--- config.mk ---
export PLATFORM = sky130hd
export DESIGN_NAME = div_iter
export DESIGN_NICKNAME = d
export VERILOG_FILES = /design/src/rtl/div_pkg.sv /design/src/rtl/cla.sv /design/src/rtl/div_iter.sv
export SDC_FILE = /design/constraint.sdc
export NUM_CORES = 1
export LEC_CHECK = 0
export BUFFER_PORTS_ARGS = -buffer_cell sky130_fd_sc_hd__buf_2
export CAP_MARGIN = 20
export CELL_PAD_IN_SITES_DETAIL_PLACEMENT = 1
export CELL_PAD_IN_SITES_GLOBAL_PLACEMENT = 1
export CORE_ASPECT_RATIO = 2
export CORE_MARGIN = 8
export CORE_UTILIZATION = 40
export CTS_CLUSTER_DIAMETER = 100
export DETAILED_ROUTE_END_ITERATION = 8
export GPL_TIMING_DRIVEN = 1
export PLACE_DENSITY_LB_ADDON = 0.15
export SYNTH_ARGS = -nofsm -noshare
export SYNTH_HDL_FRONTEND = slang
export SYNTH_SLANG_ARGS = --single-unit
--- constraint.sdc ---
create_clock -name clk -period 8 [get_ports clk]
set_clock_uncertainty 0.2 [all_clocks]
set_input_delay 1.6 -clock clk [delete_from_list [all_inputs] [get_ports clk]]
set_output_delay 1.6 -clock clk [all_outputs]
set_load 0.02 [all_outputs]
--- src/rtl/div_pkg.sv ---
`default_nettype none
// ============================================================================
//  Module      : div_pkg
//  Description : Shared types and helpers for the iterative divider and its
//                32-bit carry-lookahead subtractor.
//                - div_state_t  : divider controller states
//                - DIV_WIDTH    : operand width (fixed at 32)
//                - DIV_CNT_W    : iteration counter width
//                - cla4_carry() : carries into the four bits of a 4-bit
//                                 lookahead group
//  Revision    : 1.0  initial release
// ============================================================================
package div_pkg;

    localparam int DIV_WIDTH = 32;
    localparam int DIV_CNT_W = 5;

    typedef enum logic [1:0] {
        DIV_IDLE = 2'd0,
        DIV_BUSY = 2'd1,
        DIV_DONE = 2'd2
    } div_state_t;

    // Carries into bits 0..3 of a 4-bit group. Only the low three generate /
    // propagate terms feed these carries; bit 3's terms belong to the group
    // generate/propagate, which the caller forms separately.
    function automatic logic [3:0] cla4_carry(
        input logic [2:0] g,
        input logic [2:0] p,
        input logic       c0
    );
        logic [3:0] c;
        c[0] = c0;
        c[1] = g[0] | (p[0] & c0);
        c[2] = g[1] | (p[1] & g[0]) | (p[1] & p[0] & c0);
        c[3] = g[2] | (p[2] & g[1]) | (p[2] & p[1] & g[0])
             | (p[2] & p[1] & p[0] & c0);
        return c;
    endfunction

endpackage : div_pkg
`default_nettype wire

--- src/rtl/cla.sv ---
`default_nettype none
// ============================================================================
//  Module      : cla
//  Description : 32-bit combinational carry-lookahead adder, no carry-out.
//                Two-level lookahead: 4-bit groups, groups chained through
//                group generate/propagate terms.
//  Ports       : a_i   [31:0] in  addend A
//                b_i   [31:0] in  addend B
//                cin_i        in  carry in
//                sum_o [31:0] out A + B + cin (mod 2^32)
//  Revision    : 1.0  initial release
// ============================================================================
module cla
    import div_pkg::*;
(
    input  logic [31:0] a_i,
    input  logic [31:0] b_i,
    input  logic        cin_i,
    output logic [31:0] sum_o
);

    // gen[31] would only feed the carry out of the top group, which this
    // adder does not produce, so it is never formed.
    logic [30:0] gen;
    logic [31:0] prop;
    logic [31:0] carry;
    logic [7:0]  grp_cin;
    logic [6:0]  grp_g;
    logic [6:0]  grp_p;

    assign gen        = a_i[30:0] & b_i[30:0];
    assign prop       = a_i ^ b_i;
    assign grp_cin[0] = cin_i;

    for (genvar k = 0; k < 8; k++) begin : g_grp
        assign carry[4*k +: 4] = cla4_carry(gen[4*k +: 3], prop[4*k +: 3], grp_cin[k]);

        // Group terms are only needed to feed the next group.
        if (k < 7) begin : g_lookahead
            assign grp_g[k] = gen[4*k+3]
                            | (prop[4*k+3] & gen[4*k+2])
                            | (prop[4*k+3] & prop[4*k+2] & gen[4*k+1])
                            | (prop[4*k+3] & prop[4*k+2] & prop[4*k+1] & gen[4*k]);
            assign grp_p[k]     = &prop[4*k +: 4];
            assign grp_cin[k+1] = grp_g[k] | (grp_p[k] & grp_cin[k]);
        end
    end

    assign sum_o = prop ^ carry;

endmodule : cla
`default_nettype wire

--- src/rtl/div_iter.sv ---
`default_nettype none
// ============================================================================
//  Module      : div_iter
//  Description : Multi-cycle 32-bit unsigned restoring divider, one quotient
//                bit per cycle, using a single cla instance as subtractor.
//                Valid/ready on both sides; a tag rides along for writeback.
//  Ports       : clk          in   clock
//                rst_n        in   asynchronous active-low reset
//                in_valid     in   request valid
//                in_ready     out  high only when idle
//                in_dividend  in   [WIDTH-1:0] dividend
//                in_divisor   in   [WIDTH-1:0] divisor
//                in_tag       in   [TAG_W-1:0] opaque tag
//                out_valid    out  result valid, held until out_ready
//                out_ready    in   consumer accepts result
//                out_quot     out  [WIDTH-1:0] quotient
//                out_rem      out  [WIDTH-1:0] remainder
//                out_tag      out  [TAG_W-1:0] tag of the request
//  Revision    : 1.0  initial release
// ============================================================================
module div_iter
    import div_pkg::*;
#(
    parameter int WIDTH = DIV_WIDTH,
    parameter int TAG_W = 5
) (
    input  logic             clk,
    input  logic             rst_n,
    input  logic             in_valid,
    output logic             in_ready,
    input  logic [WIDTH-1:0] in_dividend,
    input  logic [WIDTH-1:0] in_divisor,
    input  logic [TAG_W-1:0] in_tag,
    output logic             out_valid,
    input  logic             out_ready,
    output logic [WIDTH-1:0] out_quot,
    output logic [WIDTH-1:0] out_rem,
    output logic [TAG_W-1:0] out_tag
);

    localparam logic [DIV_CNT_W-1:0] LAST_ITER = DIV_CNT_W'(WIDTH - 1);

    div_state_t           state_q;
    logic [DIV_CNT_W-1:0] count_q;
    logic [WIDTH-1:0]     rem_q;
    logic [WIDTH-1:0]     quo_q;
    logic [WIDTH-1:0]     divisor_q;
    logic [TAG_W-1:0]     tag_q;

    logic [WIDTH-1:0]     shifted;
    logic [WIDTH-1:0]     divisor_n;
    logic [WIDTH-1:0]     diff;
    logic                 c31;
    logic                 cout;
    logic                 ge;
    logic [WIDTH-1:0]     rem_d;
    logic [WIDTH-1:0]     quo_d;

    // Partial remainder shifted left, pulling in the next dividend bit from
    // the top of the quotient register (dividend bits drain out as quotient
    // bits shift in).
    assign shifted   = {rem_q[WIDTH-2:0], quo_q[WIDTH-1]};
    assign divisor_n = ~divisor_q;

    cla u_cla (
        .a_i   (shifted),
        .b_i   (divisor_n),
        .cin_i (1'b1),
        .sum_o (diff)
    );

    // The adder has no carry out; recover the carry into bit 31 from the sum
    // bit, then form the carry out of bit 31. A carry out means shifted >=
    // divisor. The bit shifted out of rem_q makes the true 33-bit value
    // exceed any divisor, so it forces a subtract as well.
    assign c31   = diff[WIDTH-1] ^ shifted[WIDTH-1] ^ divisor_n[WIDTH-1];
    assign cout  = (shifted[WIDTH-1] & divisor_n[WIDTH-1])
                 | ((shifted[WIDTH-1] ^ divisor_n[WIDTH-1]) & c31);
    assign ge    = rem_q[WIDTH-1] | cout;
    assign rem_d = ge ? diff : shifted;
    assign quo_d = {quo_q[WIDTH-2:0], ge};

    always_ff @(posedge clk or negedge rst_n) begin
        if (!rst_n) begin
            state_q   <= DIV_IDLE;
            count_q   <= '0;
            rem_q     <= '0;
            quo_q     <= '0;
            divisor_q <= '0;
            tag_q     <= '0;
        end else begin
            case (state_q)
                DIV_IDLE: begin
                    if (in_valid) begin
                        divisor_q <= in_divisor;
                        tag_q     <= in_tag;
                        count_q   <= '0;
                        if (in_divisor == '0) begin
                            // Divide by zero: all-ones quotient, dividend as
                            // remainder, no iterations.
                            quo_q   <= '1;
                            rem_q   <= in_dividend;
                            state_q <= DIV_DONE;
                        end else begin
                            quo_q   <= in_dividend;
                            rem_q   <= '0;
                            state_q <= DIV_BUSY;
                        end
                    end
                end
                DIV_BUSY: begin
                    rem_q   <= rem_d;
                    quo_q   <= quo_d;
                    count_q <= count_q + 1'b1;
                    if (count_q == LAST_ITER) begin
                        state_q <= DIV_DONE;
                    end
                end
                DIV_DONE: begin
                    if (out_ready) begin
                        state_q <= DIV_IDLE;
                    end
                end
                default: begin
                    state_q <= DIV_IDLE;
                end
            endcase
        end
    end

    assign in_ready  = (state_q == DIV_IDLE);
    assign out_valid = (state_q == DIV_DONE);
    assign out_quot  = quo_q;
    assign out_rem   = rem_q;
    assign out_tag   = tag_q;

endmodule : div_iter
`default_nettype wire

==> results of run 1 <==
==> metrics by stage <==
stage               hold slack, ps  setup WS, ps  instance area [µm²]  instances  total power [W]
floorplan                    264.9          4484                 6676        777         0.003321
global placement             284.8          4060                 7550       1089         0.004094
detailed placement           292.1          4063                 7550       1089         0.004193
CTS                          309.3          4332                 7885       1104         0.004726
global route                 324.6          4040                 7885       1104         0.005083
finish                       306.8          4322                 7885       1104         0.004687
==> cell usage after synthesis (3+ instances only) <==
cell type,number
a31oi_1,9
dfrtp_1,108
nand2b_1,5
nand3_1,12
o211ai_1,6
nor4_1,12
o21ai_0,52
fa_1,7
o31ai_1,32
o22ai_1,14
a21o_1,6
a221o_1,5
nor2b_1,3
nand2_1,94
mux2i_1,13
and2_1,3
nor2_1,70
mux2_2,6
xnor2_1,13
a21oi_1,61
o31a_1,3
o2bb2ai_1,3
inv_1,53
or3_1,3
a22o_1,4
and3_1,12
xor2_1,8
and4_1,3
clkbuf_1,40
ha_1,34
nand4_1,6
nor3_1,44
==> registers in the layout (all words and copies together) (netlist names) <==
register,count
out_rem,32
state_q,2
out_tag,5
count_q,5
out_quot,32
divisor_q,32
==> cell type report <==
cell class / instances / share of cell area [%]
clock buffers: 12 / 3.380
clock inverters: 3 / 0.8727
inverters: 53 / 2.523
multi-input cells: 570 / 45.79
flip-flops and latches: 108 / 34.27
well taps: 207 / 3.285
repair buffers: 151 / 9.870
==> how the worst min path moves through the flow <==
stage	from	slack, ps	to	depth (start not counted)
floorplan	count_q[2]	260	count_q[2]	1
global placement	out_tag[0]	280	out_tag[0]	1
detailed placement	out_quot[17]	290	out_quot[17]	2
CTS	out_quot[17]	310	out_quot[17]	2
global route	out_tag[4]	320	out_tag[4]	1
finish	out_tag[4]	310	out_tag[4]	1
==> kinds of logic after synthesis <==
kind of cell               synth area share [%]
muxes                                     2.961
xor gates and xnor gates                  2.755
DFF                                       40.48
adders and majority gates                 8.471
AOI/OAI and AO/OA                         19.90
buffers and inverters                     5.997
and+or+nand+nor                           19.43
==> routing by layer <==
| metal | vias to the layer above | share of wire [%] |
|---|---|---|
| li1 | 2977 | - |
| met2 | 130 | 55 |
| met1 | 3185 | 36 |
| met5 | - | 0 |
| met3 | 46 | 3.3 |
| met4 | 0 | 5.3 |
==> report_power, final <==
part | switching, W | internal (W)
combinational | 0.00186 | 0.00119
clock | 0.000214 | 0.000300
sequential | 0.000265 | 0.000856
total | 0.00234 | 0.00235
==> impl_metrics.py, run 1 <==
metrics = {
    "yosys": {
        "ys_ff_latch": 108,
        "ys_types": 60,
        "netlist_top_cells_area": "dfrtp_1, ha_1, nand2_1, a21oi_1, nor2_1",
        "synthArstFlopShare_pct": 100.0,
        "ys.flop_type": "dfrtp_1",
        "synth.cell_area_mm2": 0.006676,
        "avgSynthCellArea_um2": 8.593,
        "synth_nets": 891,
        "netlist_instances": 777,
        "synth_top_area_share_pct": 40.48,
        "synth.largest_area_cell": "dfrtp_1",
        "seq_area_frac_synth_pct": 40.48,
        "synth_edf_count": 0,
        "ys_warn_count": 0,
    },
    "cells_and_area": {
        "final_common_cell": "buf_2",
        "fillerInstances": 2036,
        "drive_gt1_share_pct": 20.85,
        "final_cell_mix": "buf_2, dfrtp_1, nand2_1, nor2_1, a21oi_1",
        "num_antenna_cells": 0,
        "finalCoreUtilization_pct": 47.75,
        "seq_area_mm2": 0.002703,
        "final_nets": 1007,
        "multi_input_area_mm2": 0.003611,
        "area_delta_synth_final_pct": 18.10,
    },
    "status": {
        "outcome": "finished clean",
    },
    "worst_setup_path": {
        "worstSetupEndpoint": "out_rem[27]",
        "path_buf_inv": 0,
        "slowest_stage": "a31oi_2",
        "critPathLaunch": "out_rem[24]",
        "setup.worst_path.class": "flip-flop to flip-flop",
        "r2r_slack_ps": 4320,
        "path_cells": "ha_1, a21o_1, a21oi_1, o21ai_0, a31oi_1, a31oi_2, and2_4, nand2_1, o211ai_1",
        "worst-path-max-fanout": 24,
        "end_kind": "flip-flop",
        "worstPathRequired_ps": 8070,
        "crit_arrival_ps": 3750,
        "crit_family": "compound AO/OA/AOI/OAI gates",
        "r2r-end": "out_rem[27]",
        "rr_worst_depth": 9,
        "cp-start-kind": "flip-flop",
        "critical_path_cell_count": 9,
        "worstReg2RegStart": "out_rem[24]",
        "cpPeakStageDelay_ps": 790,
    },
    "sta": {
        "maxSlewViolCount": 0,
        "worst_pin_slew_ps": 1018,
        "hold_viol_final": 0,
        "rsz0062_at_grt": "no",
        "max_freq_mhz": 271.9,
        "setup_viol": 0,
        "period_share_pct": 45.98,
        "maxSlewHeadroom_pct": 31.96,
        "setup_tns_ps": 0,
        "fin_crit_ps": 3678,
    },
    "clock_network": {
        "cts_made_buffers": 9,
        "hold_buffers": 0,
        "path_clk_slew_ps": 80,
        "clockBufferDepth": 2,
        "clock_latency_ps": 360,
        "cts_setup_buffers": 0,
        "cts_max_level": 3,
        "cts_tree": "built",
        "clockRootBuffer": "clkbuf_16",
        "cts_num_sinks": 108,
        "cts_resized": 0,
    },
    "routing": {
        "wirelength_mm": 24.22,
        "wl_per_cell_um": 21.94,
        "drc": 0,
        "antenna_left": 0,
        "first_pass_iters": 4,
        "via_per_inst": 5.741,
        "drt_iter0_drc": 225,
        "num_vias": 6338,
    },
    "die": {
        "start_util_pct": 40.43,
        "die-height_um": 198.7,
        "fp.dieArea_mm2": 0.02133,
        "coreArea_mm2": 0.01651,
        "fp-row-count": 67,
        "ios": 144,
        "die_x_um": 107.4,
    },
    "power": {
        "p_per_area_mw_per_mm2": 594.4,
        "cellLeakagePower_nw": 3.580,
        "ir_drop_mv": 0.2765,
    },
    "worst_hold_path": {
        "min_path_type": "flip-flop to flip-flop",
    },
    "global_routing": {
        "gr-total-overflow": 0,
        "gr-usage-met3_pct": 3.310,
        "grt_max_degree": 98,
        "grt_use_met1_pct": 24.26,
        "grt_pass1_vias": 6744,
        "track_usage_pct": 22.98,
        "met2_usage_pct": 41.81,
        "grt_pass1_wl_mm": 37.60,
        "grt_antenna_before_repair": 0,
        "busiest_layer": "met2",
    },
    "placed_design": {
        "finalWeightedCongestion": 0.8524,
        "port_buffers": 143,
        "dpl.hpwl_mm": 18.27,
    },
    "run": {
        "drv_cap": 0,
    },
}
Power figures use the tool's default switching activity.
==> inputs of run 2 (changes only) <==
==> constraint.sdc (replaced) <==
create_clock -name clk -period 3.5 [get_ports clk]
set_clock_uncertainty 0.2 [all_clocks]
set_input_delay 0.7 -clock clk [delete_from_list [all_inputs] [get_ports clk]]
set_output_delay 0.7 -clock clk [all_outputs]
set_load 0.02 [all_outputs]
==> run 2 against run 1 <==
Effect of this change:
- register-to-register slack lost 4200 ps
- largest cell class unchanged
- highest routed layer unchanged
- global-route usage grew 1.5 points
- critical path depth up 3
- sequential share of layout area is 1.1 points lower
- setup slack lost 4200 ps
- fmax up 9.6%
- cell count increased by 2.7%
- hold slack got worse by 89 ps
- clock-buffer cell count fell by 2
- core utilization rose by 1.5 points
- die area is the same
==> impl_metrics.py, run 2 (synthesized netlist as in run 1, its figures left out) <==
metrics = {
    "routing": {
        "first_pass_iters": 4,
        "drt_iter0_drc": 255,
        "num_vias": 6415,
        "antenna_left": 0,
        "wirelength_mm": 25.79,
        "wl_per_cell_um": 22.74,
        "via_per_inst": 5.657,
        "drc": 0,
    },
    "cells_and_area": {
        "multi_input_area_mm2": 0.003623,
        "final_cell_mix": "buf_2, dfrtp_1, nand2_1, nor2_1, a21oi_1",
        "num_antenna_cells": 0,
        "seq_area_mm2": 0.002703,
        "area_delta_synth_final_pct": 21.93,
        "final_common_cell": "buf_2",
        "final_nets": 1036,
        "final_cell_area_mm2": 0.008140,
        "fillerInstances": 2028,
        "drive_gt1_share_pct": 23.62,
    },
    "global_routing": {
        "gr-total-overflow": 0,
        "track_usage_pct": 24.44,
        "grt_pass1_vias": 7020,
        "grt_antenna_before_repair": 0,
        "grt_pass1_wl_mm": 39.44,
        "grt_max_degree": 98,
    },
    "sta": {
        "max_freq_mhz": 297.9,
        "setup_tns_ps": 0,
        "setup_slack_ps": 143.5,
        "worst_pin_slew_ps": 822.4,
        "period_share_pct": 95.90,
        "rsz0062_at_grt": "no",
        "fin_crit_ps": 3357,
        "maxSlewHeadroom_pct": 45.18,
        "timing.hold.ws_ps": 217.8,
        "setup_viol": 0,
        "hold_viol_final": 0,
        "maxSlewViolCount": 0,
    },
    "worst_setup_path": {
        "r2r_slack_ps": 140,
        "end_kind": "flip-flop",
        "crit_arrival_ps": 3390,
        "worst-path-max-fanout": 4,
        "worstPathRequired_ps": 3530,
        "rr_worst_depth": 12,
        "r2r-end": "out_rem[29]",
        "worstReg2RegStart": "out_quot[31]",
        "setup.worst_path.class": "flip-flop to flip-flop",
        "cp-start-kind": "flip-flop",
    },
    "run": {
        "drv_cap": 0,
    },
    "clock_network": {
        "cts_made_buffers": 9,
        "cts_tree": "built",
        "cts_max_level": 3,
        "cts_setup_buffers": 0,
        "path_clk_slew_ps": 80,
        "cts_num_sinks": 108,
        "clockBufferDepth": 2,
        "clock_latency_ps": 370,
        "clockRootBuffer": "clkbuf_16",
    },
    "die": {
        "die_x_um": 107.4,
        "ios": 144,
        "fp.dieArea_mm2": 0.02133,
        "fp-row-count": 67,
        "die-height_um": 198.7,
        "coreArea_mm2": 0.01651,
        "start_util_pct": 40.43,
    },
    "placed_design": {
        "finalWeightedCongestion": 0.9218,
        "dp_slack_ps": 88.09,
        "dpl.hpwl_mm": 20.00,
        "port_buffers": 143,
        "place_area_mm2": 0.007791,
    },
    "status": {
        "outcome": "finished clean",
    },
    "worst_hold_path": {
        "min_path_type": "input port to async pin",
    },
}
run 2: cell types whose count changed in the layout (fill, tap and decap cells not counted), sizes merged:
cell,previous run,this run
clkbuf,12,10
inv,53,56
and2,4,5
buf,151,179
run 2: critical path, cell delays in order (launching register included):
cell,delay [ps]
dfrtp_1,410
inv_1,70
ha_1,310
o21ai_0,310
and2_1,280
or4_4,190
a31oi_4,110
or4_1,500
fa_1,390
xnor2_1,140
nand3_1,90
o21ai_0,100
o22ai_1,100
run 2: repair_timing:
| item | in CTS | in global routing |
|---|---|---|
| endpoints found under the setup margin | 0 | 14 |
| hold buffers | 0 | 0 |
| gates resized for setup | 0 | 3 |
run 2: area by class of cell:
type                            count  share of cell area [%]
Multi-Input combinational cell    571                   44.51
Sequential cell                   108                   33.20
Timing Repair Buffer              179                   12.60
Tap cell                          207                   3.182
Clock buffer                       10                   2.936
Inverter                           53                   2.444
Clock inverter                      6                   1.122
run 2: through the flow:
stage	util, %	std cells
after floorplan	-	777
after global placement	47.18	1117
after detailed placement	47.18	1117
after CTS	49.18	1133
after global routing	49.29	1134
final	49.29	1134
run 2: metal layers:
metal  share of wire (%)  up-vias  GRT usage [%]
met2                  56      131          45.93
met4                 5.2        0          14.23
li1                    -     3034              -
met5                   0        -              0
met1                  36     3204          24.79
met3                 3.2       46          3.212
run 2: worst max-delay path by stage:
stage | startpoint | to | slack, ps
6_report | out_quot[31] | out_rem[29] | 140
3_5_place_dp | out_rem[8] | out_rem[25] | 90
4_1_cts | out_rem[8] | out_rem[29] | 70
2_1_floorplan | out_rem[12] | out_rem[29] | 250
5_1_grt | out_rem[8] | out_rem[25] | 9
3_3_place_gp | out_rem[8] | out_rem[24] | 180
Power of run 2 is left out: the tool's default activity adds up to more than one toggle a clock period on the data nets, which glitch-free logic cannot reach.
